<file path="src/rtl/hamming_cost_wta.sv">
`timescale 1ns/1ps
// hamming_cost_wta
//   Census-transform matching cost with winner-take-all disparity selection.
//   For each accepted beat the reference census code is XORed with every
//   disparity candidate, the differences are popcounted, and a binary tree of
//   registered pairwise-minimum stages picks the lowest-cost candidate.
//   Latency is 2 + clog2(NUM_DISP) cycles. The whole pipeline advances as
//   one unit whenever ready_in is high and holds otherwise.
//
// Ports
//   clk           clock, rising edge
//   rst           synchronous active-high reset
//   census_left   reference census code
//   census_right  NUM_DISP candidate codes, candidate d at [d*CENSUS_WIDTH +: CENSUS_WIDTH]
//   cfg_max_cost  acceptance threshold, travels with the beat
//   valid_in      input beat offered
//   ready_in      beat accepted this cycle (!valid_out || ready_out)
//   valid_out     result beat valid
//   ready_out     downstream accepts result
//   best_disp     index of the minimum-cost candidate
//   min_cost      Hamming distance of best_disp
//   disp_reject   min_cost exceeds the beat's cfg_max_cost
module hamming_cost_wta #(
  parameter int CENSUS_WIDTH = 24,
  parameter int NUM_DISP     = 16
) (
  input  logic                                  clk,
  input  logic                                  rst,
  input  logic [CENSUS_WIDTH-1:0]               census_left,
  input  logic [NUM_DISP*CENSUS_WIDTH-1:0]      census_right,
  input  logic [$clog2(CENSUS_WIDTH+1)-1:0]     cfg_max_cost,
  input  logic                                  valid_in,
  output logic                                  ready_in,
  output logic                                  valid_out,
  input  logic                                  ready_out,
  output logic [$clog2(NUM_DISP)-1:0]           best_disp,
  output logic [$clog2(CENSUS_WIDTH+1)-1:0]     min_cost,
  output logic                                  disp_reject
);

  localparam int COST_WIDTH = $clog2(CENSUS_WIDTH + 1);
  localparam int DISP_WIDTH = $clog2(NUM_DISP);

  function automatic logic [COST_WIDTH-1:0] popcount(input logic [CENSUS_WIDTH-1:0] v);
    logic [COST_WIDTH-1:0] n;
    n = '0;
    for (int b = 0; b < CENSUS_WIDTH; b++) n = n + COST_WIDTH'(v[b]);
    return n;
  endfunction

  // Single global advance: output slot free or being drained.
  assign ready_in = !valid_out || ready_out;

  // Stage 1: per-candidate difference vectors.
  logic [CENSUS_WIDTH-1:0] xor_q [NUM_DISP];
  logic                    s1_valid;
  logic [COST_WIDTH-1:0]   s1_cfg;

  always_ff @(posedge clk) begin
    if (rst) begin
      s1_valid <= 1'b0;
      s1_cfg   <= '0;
      for (int d = 0; d < NUM_DISP; d++) xor_q[d] <= '0;
    end else if (ready_in) begin
      s1_valid <= valid_in;
      s1_cfg   <= cfg_max_cost;
      for (int d = 0; d < NUM_DISP; d++)
        xor_q[d] <= census_left ^ census_right[d*CENSUS_WIDTH +: CENSUS_WIDTH];
    end
  end

  // Stage 2: exact popcounts; COST_WIDTH holds CENSUS_WIDTH without overflow.
  logic [COST_WIDTH-1:0] cost_s2 [NUM_DISP];
  logic                  s2_valid;
  logic [COST_WIDTH-1:0] s2_cfg;

  always_ff @(posedge clk) begin
    if (rst) begin
      s2_valid <= 1'b0;
      s2_cfg   <= '0;
      for (int d = 0; d < NUM_DISP; d++) cost_s2[d] <= '0;
    end else if (ready_in) begin
      s2_valid <= s1_valid;
      s2_cfg   <= s1_cfg;
      for (int d = 0; d < NUM_DISP; d++) cost_s2[d] <= popcount(xor_q[d]);
    end
  end

  // Minimum tree: level lv halves the candidate count. Entry 2j always covers
  // lower disparity indices than entry 2j+1, so keeping the even entry on a
  // tie yields the lowest index among equal minima.
  for (genvar lv = 0; lv < DISP_WIDTH; lv++) begin : g_lvl
    localparam int N = NUM_DISP >> (lv + 1);

    logic [COST_WIDTH-1:0] in_cost [2*N];
    logic [DISP_WIDTH-1:0] in_idx  [2*N];
    logic                  in_valid;
    logic [COST_WIDTH-1:0] in_cfg;

    logic [COST_WIDTH-1:0] win_cost [N];
    logic [DISP_WIDTH-1:0] win_idx  [N];

    logic [COST_WIDTH-1:0] cost_q [N];
    logic [DISP_WIDTH-1:0] idx_q  [N];
    logic                  valid_q;

    if (lv == 0) begin : g_src
      always_comb begin
        in_valid = s2_valid;
        in_cfg   = s2_cfg;
        for (int i = 0; i < 2*N; i++) begin
          in_cost[i] = cost_s2[i];
          in_idx[i]  = DISP_WIDTH'(i);
        end
      end
    end else begin : g_src
      always_comb begin
        in_valid = g_lvl[lv-1].valid_q;
        in_cfg   = g_lvl[lv-1].g_mid.cfg_q;
        for (int i = 0; i < 2*N; i++) begin
          in_cost[i] = g_lvl[lv-1].cost_q[i];
          in_idx[i]  = g_lvl[lv-1].idx_q[i];
        end
      end
    end

    always_comb begin
      for (int j = 0; j < N; j++) begin
        if (in_cost[2*j+1] < in_cost[2*j]) begin
          win_cost[j] = in_cost[2*j+1];
          win_idx[j]  = in_idx[2*j+1];
        end else begin
          win_cost[j] = in_cost[2*j];
          win_idx[j]  = in_idx[2*j];
        end
      end
    end

    always_ff @(posedge clk) begin
      if (rst) begin
        valid_q <= 1'b0;
        for (int j = 0; j < N; j++) begin
          cost_q[j] <= '0;
          idx_q[j]  <= '0;
        end
      end else if (ready_in) begin
        valid_q <= in_valid;
        for (int j = 0; j < N; j++) begin
          cost_q[j] <= win_cost[j];
          idx_q[j]  <= win_idx[j];
        end
      end
    end

    // The last level turns the threshold into the registered reject flag;
    // earlier levels just carry the threshold along with the beat.
    if (lv == DISP_WIDTH - 1) begin : g_end
      logic reject_q;
      always_ff @(posedge clk) begin
        if (rst)           reject_q <= 1'b0;
        else if (ready_in) reject_q <= (win_cost[0] > in_cfg);
      end
    end else begin : g_mid
      logic [COST_WIDTH-1:0] cfg_q;
      always_ff @(posedge clk) begin
        if (rst)           cfg_q <= '0;
        else if (ready_in) cfg_q <= in_cfg;
      end
    end
  end

  assign valid_out   = g_lvl[DISP_WIDTH-1].valid_q;
  assign best_disp   = g_lvl[DISP_WIDTH-1].idx_q[0];
  assign min_cost    = g_lvl[DISP_WIDTH-1].cost_q[0];
  assign disp_reject = g_lvl[DISP_WIDTH-1].g_end.reject_q;

endmodule

</file>
<file path="config.mk">
export PLATFORM = sky130hd
export DESIGN_NAME = hamming_cost_wta
export DESIGN_NICKNAME = d
export VERILOG_FILES = /design/src/rtl/hamming_cost_wta.sv
export SDC_FILE = /design/constraint.sdc
export NUM_CORES = 1
export LEC_CHECK = 0
export CAP_MARGIN = 20
export CORE_AREA = 3 3 262 264
export CTS_BUF_LIST = sky130_fd_sc_hd__clkbuf_8
export DETAILED_ROUTE_END_ITERATION = 16
export DIE_AREA = 0 0 265 267
export PLACE_DENSITY = 0.81
export SKIP_LAST_GASP = 1
export SLEW_MARGIN = 20
export SYNTH_ARGS = -nofsm -noshare
export SYNTH_HDL_FRONTEND = slang
export SYNTH_SLANG_ARGS = --single-unit
</file>
<file path="constraint.sdc">
create_clock -name clk -period 52.5 [get_ports clk]
set_clock_uncertainty 0.1 [all_clocks]
set_input_delay 7.875 -clock clk [delete_from_list [all_inputs] [get_ports clk]]
set_output_delay 7.875 -clock clk [all_outputs]
set_load 0.01 [all_outputs]
</file>
==> key figures, run 1 <==
Run status
  • Run status: finished clean

Global routing
  • Largest net degree at the start of global routing: 203
  • Vias in the first global route: 26.5k
  • First-pass GRT wire length: ~150 mm
  • Total track usage: 27.4%
  • GR Overflow Total: 0
  • Initial antenna violation count: 10

Synth
  • Register area share after synthesis: 46.2%
  • Post-Synth Simple-Gate Area: 9.57%
  • Post-synthesis xor/xnor area fraction: 9.18%
  • Avg Cell Area, Syn: 11.0 sq um
  • Ys Warns: 0
  • Synth Area in Adders: approximately a fifth
  • Seq cells post-synth: 604
  • Number of synthesized flops with an enable pin: 571
  • Compound-Gate Fraction of Synth Area: 6.85%
  • Netlist cell types: 45
  • Mux contribution to synthesized area: 0.652%
  • Post-Syn Nets: 4358
  • Mapped Cells: 3508
  • Main combinational cell family by area after synthesis: adder cells
  • FFs w/ async S/R, synth: 0%
  • Top FF cell, synth: edfxtp_1
  • Mapped Area: 38600 sq um

Placed design
  • DP HPWL: just under 70 mm
  • GPL Wtd Cong: 0.869
  • Placed cell count: 4675
  • IO Port Bufs: 428

Floorplanning
  • Number of top-level pins: around 430
  • Die X: between 200 and 300 um
  • Die H: approximately 270 um
  • Die Footprint: 70800 sq um
  • Initial Utilization: 57.7%
  • Number of cell rows: 95
  • Core ar.: 66800 sq um

Routing
  • Vias per inst: roughly 5.4
  • Residual DRC count: 0
  • Drt initial violations: 2721
  • WL/cell: 19.9 um
  • Routed wl met2: a little under 50 mm
  • Met3 Routed Length: approximately 7.5 mm
  • Max layer used: met5
  • Final wirelength: 96.8 mm
  • Routed length on met1: ~37 mm
  • Antenna Nets Post-Route: 0
  • Via count: 26.3k
  • Initial DRT Pass Iterations: 5

Power and ir drop
  • Comb pwr share: 48.4%
  • Sw Pwr: a little over 800 uW
  • Internal: 1250 uW
  • Peak supply drop: 36.3 uV
  • P_leak: 0.0191 uW
  • Switching part of the total: about two fifths
  • Power share of the clock group: 18.9%
  • Sequential share of power: 32.7%
  • Pwr dens: between 40 and 50 nW/um^2

Worst hold path
  • Hold WC Path Type: reg -> reg

STA
  • Finish-stage setup viols: 0
  • Slew @ Worst Pin: 1.16 ns
  • Slew margin rel.: 22.9%
  • Slew Viols, Final: 0
  • Fin crit share: between 30% and 40%
  • Post-Route Setup TNS: 0 ns
  • Crit path time final: 17.99 ns
  • F_max: ~56 MHz
  • Hold Vio Cnt, Final: 0
  • Unrepaired setup endpoints after global routing: false

Critical path
  • Cell mode on critical path: clkdlybuf4s50_1
  • Critical path endpoint category: output port
  • Startpoint Class: primary input
  • Worst path slowest cell: inv_2
  • Critical Path RT: 44.53 ns
  • Crit-path max cell delay: 0.69 ns
  • Setup CP Type: in -> out
  • CP cell instances: clkdlybuf4s50_1 > nor2b_2 > buf_4 > inv_2 > clkdlybuf4s50_1
  • Largest fanout on the critical path: 47
  • Worst path arrival time: 10.02 ns

Flow run
  • Max Cap Viol: 0

Layout
  • Nets: 4756
  • Non-Filler Instances: 4871
  • Commonest non-fill, non-tap cell in the layout: inv_1
  • Layout cells sized above 1: 5.64%
  • P&R area growth vs syn: 17.3%
  • Most frequent cells in the layout: 678 x inv_1, 571 x edfxtp_1, 488 x nor2_1, 419 x clkdlybuf4s50_1, 388 x xnor2_1

Clock tree
  • Worst-path clk slew: 0.06 ns
  • Cts bufs inserted: 101
  • Num Clock Sinks: 604
  • Post-CTS Resized: 0
  • CTS tree: built
  • # Post-CTS Setup Buffers: 0
  • Cts hold-fix bufs: 0
  • Clock Root Buffer: clkbuf_8
  • Worst-skew pair later-pin latency: 0.70 ns
  • Max clock buf depth: 3
  • H-tree depth: 3
## worst max-delay path, delay by kind of cell
kind / cells / cell delay (ns)
buf+inv: 4 / 2.08
simple gates: 1 / 0.04
## Yosys cell counts, types with 6 or more instances
cell type / instances / area, sq um
inv_1: 634 / 2380
edfxtp_1: 571 / 17100
nor2_1: 488 / 1830
xnor2_1: 388 / 3400
fa_1: 272 / 5450
ha_1: 161 / 2010
nand2_1: 150 / 563
buf_2: 128 / 641
a31oi_1: 122 / 763
nand3_1: 95 / 475
a21oi_1: 89 / 445
o2111ai_1: 68 / 596
a21o_1: 44 / 330
nor2b_1: 36 / 225
and3_1: 33 / 206
dfxtp_1: 33 / 661
clkbuf_1: 20 / 75.1
a21oi_2: 18 / 158
xor2_1: 16 / 140
and2_1: 13 / 81.3
nand2b_1: 13 / 81.3
nand4_1: 13 / 81.3
o21ai_0: 13 / 65.1
nor3_1: 12 / 60.1
o21ai_2: 11 / 96.3
buf_1: 10 / 37.5
mux2_2: 10 / 113
a211oi_1: 7 / 52.6
mux2_4: 7 / 105
and2b_1: 6 / 45.0
## kinds of logic (layout without fill, tap and decap cells)
logic type / after synthesis / count (layout)
adder cells (fa/ha/maj): 433 / 433
XOR/XNOR: 404 / 404
buffers and inverters: 799 / 1279
other: 0 / 10
multiplexers: 20 / 20
AND/OR/NAND/NOR: 864 / 864
AO/OA/AOI/OAI: 384 / 384
flip-flops: 604 / 604
## layout make-up
type | count | area [sq um]
timing repair buffer | 457 | 4490
fill | 4792 | 21600
clock buffer | 107 | 1470
sequential | 604 | 17800
multi-input combinational | 2105 | 17600
inverter | 637 | 2390
antenna | 10 | 25.0
clock inverter | 78 | 375
tap | 873 | 1090
## power groups by stage
stage                     registers, uW  logic [uW]  clock network, uW
after global placement              679         947                  0
after CTS                           671        1000                395
final                               672         996                389
after detailed placement            680         995                  0
after floorplan                     663         729                  0
after global routing                678        1140                416
## sequential cells by signal (all words and copies together), names as in the netlist, 3 cells and up
name	flops
s1_cfg	5
g_lvl.valid_q	3
g_lvl.cost_q	75
g_lvl.idx_q	33
g_lvl.in_cfg	5
cost_s2	80
xor_q	384
g_lvl.g_mid.cfg_q	15
## per-stage QoR
| step | utilization [%] | power [uW] | area, sq um | setup WS (ns) | hold WS, ns |
|---|---|---|---|---|---|
| after floorplan | - | 1390 | 38600 | 30.61 | 0.332 |
| after global placement | 64.9 | 1630 | 43400 | 34.49 | 0.339 |
| after detailed placement | 64.9 | 1680 | 43400 | 34.50 | 0.345 |
| after CTS | 67.7 | 2070 | 45200 | 34.50 | 0.353 |
| after global routing | 67.7 | 2230 | 45200 | 34.40 | 0.370 |
| final | 67.7 | 2060 | 45200 | 34.51 | 0.345 |
## per-layer routing
metal,track usage (%),vias up
li1,-,12200
met1,35.1,12700
met2,46.3,1123
met3,4.47,237
met4,12.3,2
met5,0,-
## path summary, 6_finish.rpt
kind / end / cells after the start / start / slack, ns
setup / recovery: ready_in / 5 / ready_out / 34.51
hold / removal: g_lvl[1].g_mid.cfg_q[1]$_SDFFE_PP0N_ / 2 / g_lvl[0].g_mid.cfg_q[1]$_SDFFE_PP0N_ / 0.35
setup reg to reg: cost_s2[1][24]$_SDFFCE_PP0P_ / 14 / xor_q[12][17]$_SDFFCE_PP0P_ / 47.60
hold reg to reg: g_lvl[1].g_mid.cfg_q[1]$_SDFFE_PP0N_ / 2 / g_lvl[0].g_mid.cfg_q[1]$_SDFFE_PP0N_ / 0.35
Note: power is estimated with default switching activity, not from simulation.
==> run 2: changes to the inputs <==
==> constraint.sdc (replaced) <==
create_clock -name clk -period 18.2 [get_ports clk]
set_clock_uncertainty 0.1 [all_clocks]
set_input_delay 2.73 -clock clk [delete_from_list [all_inputs] [get_ports clk]]
set_output_delay 2.73 -clock clk [all_outputs]
set_load 0.01 [all_outputs]
==> run 2 against run 1 <==
  * First-iteration DRC count is 19% lower
  * Highest routed layer unchanged
  * Via count is 0.32% higher
  * Largest power group unchanged
  * Sequential cell count unchanged
  * Worst setup slack worse by 24 ns
  * Clock-buffer cell count down 3
  * Final cell count shrank 0.10%
  * Wire length up 0.21%
==> key figures, run 2 (synthesized netlist as in run 1, its figures left out) <==
STA
  • Unrepaired setup endpoints after global routing: false
  • Finish-stage setup viols: 0 (unchanged)
  • F_max: 129 MHz
  • Crit path time final: 7.74 ns
  • Fin crit share: ~43%
  • Post-Route Setup TNS: 0 ns (unchanged)
  • Slew Viols, Final: 0 (unchanged)
  • Hold slack: 0.350 ns (+0.00503 ns)
  • Slew margin rel.: 28.3% (+5.4 points)
  • Hold Vio Cnt, Final: 0 (unchanged)
  • Slew @ Worst Pin: 1.08 ns (-0.0809 ns)

Floorplanning
  • Die H: 267 um (unchanged)
  • Number of top-level pins: 429 (unchanged)
  • Number of cell rows: 95 (unchanged)
  • Initial Utilization: 57.7% (unchanged)
  • Die Footprint: 70800 sq um (unchanged)
  • Core ar.: 66800 sq um (unchanged)
  • Die X: 265 um (unchanged)

Critical path
  • Delay-heaviest family, CP: buffers and inverters
  • CP cell instances: clkdlybuf4s50_1 > nor2b_2 > buf_4 > inv_2 > clkdlybuf4s50_1
  • Reg2reg setup slack: 13.43 ns (-34.17 ns)
  • Critical Path RT: 15.37 ns (-29.16 ns)
  • Worst path arrival time: 4.91 ns (-5.11 ns)
  • Setup CP Type: in -> out
  • Startpoint Class: primary input
  • Cell mode on critical path: clkdlybuf4s50_1
  • Critical path endpoint category: output port
  • Largest fanout on the critical path: 47 (unchanged)
  • Worst path slowest cell: inv_2
  • Crit-path max cell delay: 0.72 ns (+0.03 ns)
  • CP Buf/Inv Count: 4 (unchanged)

Layout
  • Max FFs per register: 384 (unchanged)
  • Layout cells sized above 1: 5.80% (+0.15 points)
  • Nets: 4756 (unchanged)
  • Most frequent cells in the layout: 666 x inv_1, 571 x edfxtp_1, 488 x nor2_1, 419 x clkdlybuf4s50_1, 388 x xnor2_1
  • P&R area growth vs syn: 17.3% (about the same)
  • Top flop regs: xor_q x384, cost_s2 x80, g_lvl.cost_q x75
  • Commonest non-fill, non-tap cell in the layout: inv_1
  • Non-Filler Instances: 4866 (-0.10%)
  • Biggest register: xor_q

Power and ir drop
  • Peak supply drop: 86.0 uV (+140%)
  • Pwr dens: 132 nW/um^2 (+190%)
  • P_leak: 0.0190 uW (-0.26%)

Clock tree
  • Clock Root Buffer: clkbuf_8
  • Post-CTS Resized: 0 (unchanged)
  • Worst-path clk slew: 0.06 ns (about the same)
  • # Post-CTS Setup Buffers: 0 (unchanged)
  • Max clock buf depth: 3 (unchanged)
  • H-tree depth: 3 (unchanged)
  • Cts hold-fix bufs: 0 (unchanged)
  • Num Clock Sinks: 604 (unchanged)
  • Worst-skew pair later-pin latency: 0.71 ns (about the same)
  • Cts bufs inserted: 101 (unchanged)
  • CTS tree: built

Routing
  • Vias per inst: 5.43 (+0.42%)
  • Initial DRT Pass Iterations: 6 (+1)
  • WL/cell: 19.9 um (+0.31%)
  • Residual DRC count: 0 (unchanged)
  • Final wirelength: 97.0 mm (+0.21%)
  • Via count: 26.4k (+0.32%)
  • Drt initial violations: 2215 (-19%)
  • Antenna Nets Post-Route: 0 (unchanged)

Placed design
  • GPL Wtd Cong: 0.869 (about the same)
  • IO Port Bufs: 428 (unchanged)
  • DP HPWL: 70.3 mm (+1.1%)
  • Placed cell count: 4676 (+0.021%)

Global routing
  • Largest net degree at the start of global routing: 199 (-2.0%)
  • GR Overflow Total: 0 (unchanged)
  • Initial antenna violation count: 8 (-2)
  • First-pass GRT wire length: 149 mm (+1.7%)
  • Total track usage: 27.7% (+0.36 points)
  • Vias in the first global route: 27.0k (+2.0%)

Run status
  • Run status: finished clean

Flow run
  • Max Cap Viol: 0 (unchanged)

Worst hold path
  • Hold WC Path Type: reg -> reg
run 2: changes by cell type in the layout (fill, tap and decap cells not counted), moves of 3 or more:
cell,before,now
inv_1,678,666
clkinv_2,11,17
clkinv_1,17,22
clkbuf_8,107,104
diode_2,10,7
run 2: worst reg2reg max path, stage by stage (launching register included):
cell and delay (ns):
edfxtp_1 0.39, fa_1 0.55, inv_1 0.06, fa_1 0.52, inv_1 0.05, fa_1 0.52
inv_1 0.05, fa_1 0.48, fa_1 0.55, inv_1 0.04, ha_1 0.22, fa_1 0.40
a21o_1 0.17, a21oi_1 0.26, nor2_1 0.10
run 2: through the flow:
| step | utilization, % | area (sq um) | setup slack, ns | power (uW) |
|---|---|---|---|---|
| 4_1_cts | 67.7 | 45200 | 10.45 | 5960 |
| 3_3_place_gp | 64.9 | 43400 | 10.45 | 4710 |
| 3_5_place_dp | 64.9 | 43400 | 10.46 | 4840 |
| 6_report | 67.7 | 45200 | 10.46 | 5950 |
| 5_1_grt | 67.7 | 45200 | 10.39 | 6450 |
| 2_1_floorplan | - | 38600 | 1.46 | 4020 |
run 2: layout make-up:
| cell class | count | area, sq um |
|---|---|---|
| clock inverter | 79 | 402 |
| inverter | 637 | 2390 |
| sequential | 604 | 17800 |
| fill | 4809 | 21600 |
| antenna | 7 | 17.5 |
| clock buffer | 104 | 1430 |
| multi-input combinational | 2105 | 17600 |
| timing repair buffer | 457 | 4480 |
| tap | 873 | 1090 |
run 2: final timing paths:
path / from / endpoint / cells after the start
setup / recovery: ready_out / ready_in / 5
hold / removal: g_lvl[0].valid_q$_SDFFE_PP0N_ / g_lvl[0].valid_q$_SDFFE_PP0N_ / 2
setup reg to reg: xor_q[12][17]$_SDFFCE_PP0P_ / cost_s2[1][24]$_SDFFCE_PP0P_ / 14
hold reg to reg: g_lvl[0].valid_q$_SDFFE_PP0N_ / g_lvl[0].valid_q$_SDFFE_PP0N_ / 2
run 2: layer usage:
| layer | vias up | track usage, % | wire length (um) |
|---|---|---|---|
| met2 | 1136 | 47.5 | 48600 |
| li1 | 12200 | - | - |
| met4 | 2 | 11.4 | 4160 |
| met5 | - | 0 | 20 |
| met1 | 12800 | 35.5 | 36900 |
| met3 | 250 | 4.49 | 7380 |
run 2: report_power, final:
| group | leakage (uW) | internal, uW | switching, uW |
|---|---|---|---|
| clock network | 0.00107 | 548 | 565 |
| logic | 0.0110 | 1240 | 1660 |
| registers | 0.00694 | 1810 | 126 |
| total | 0.0190 | 3600 | 2350 |
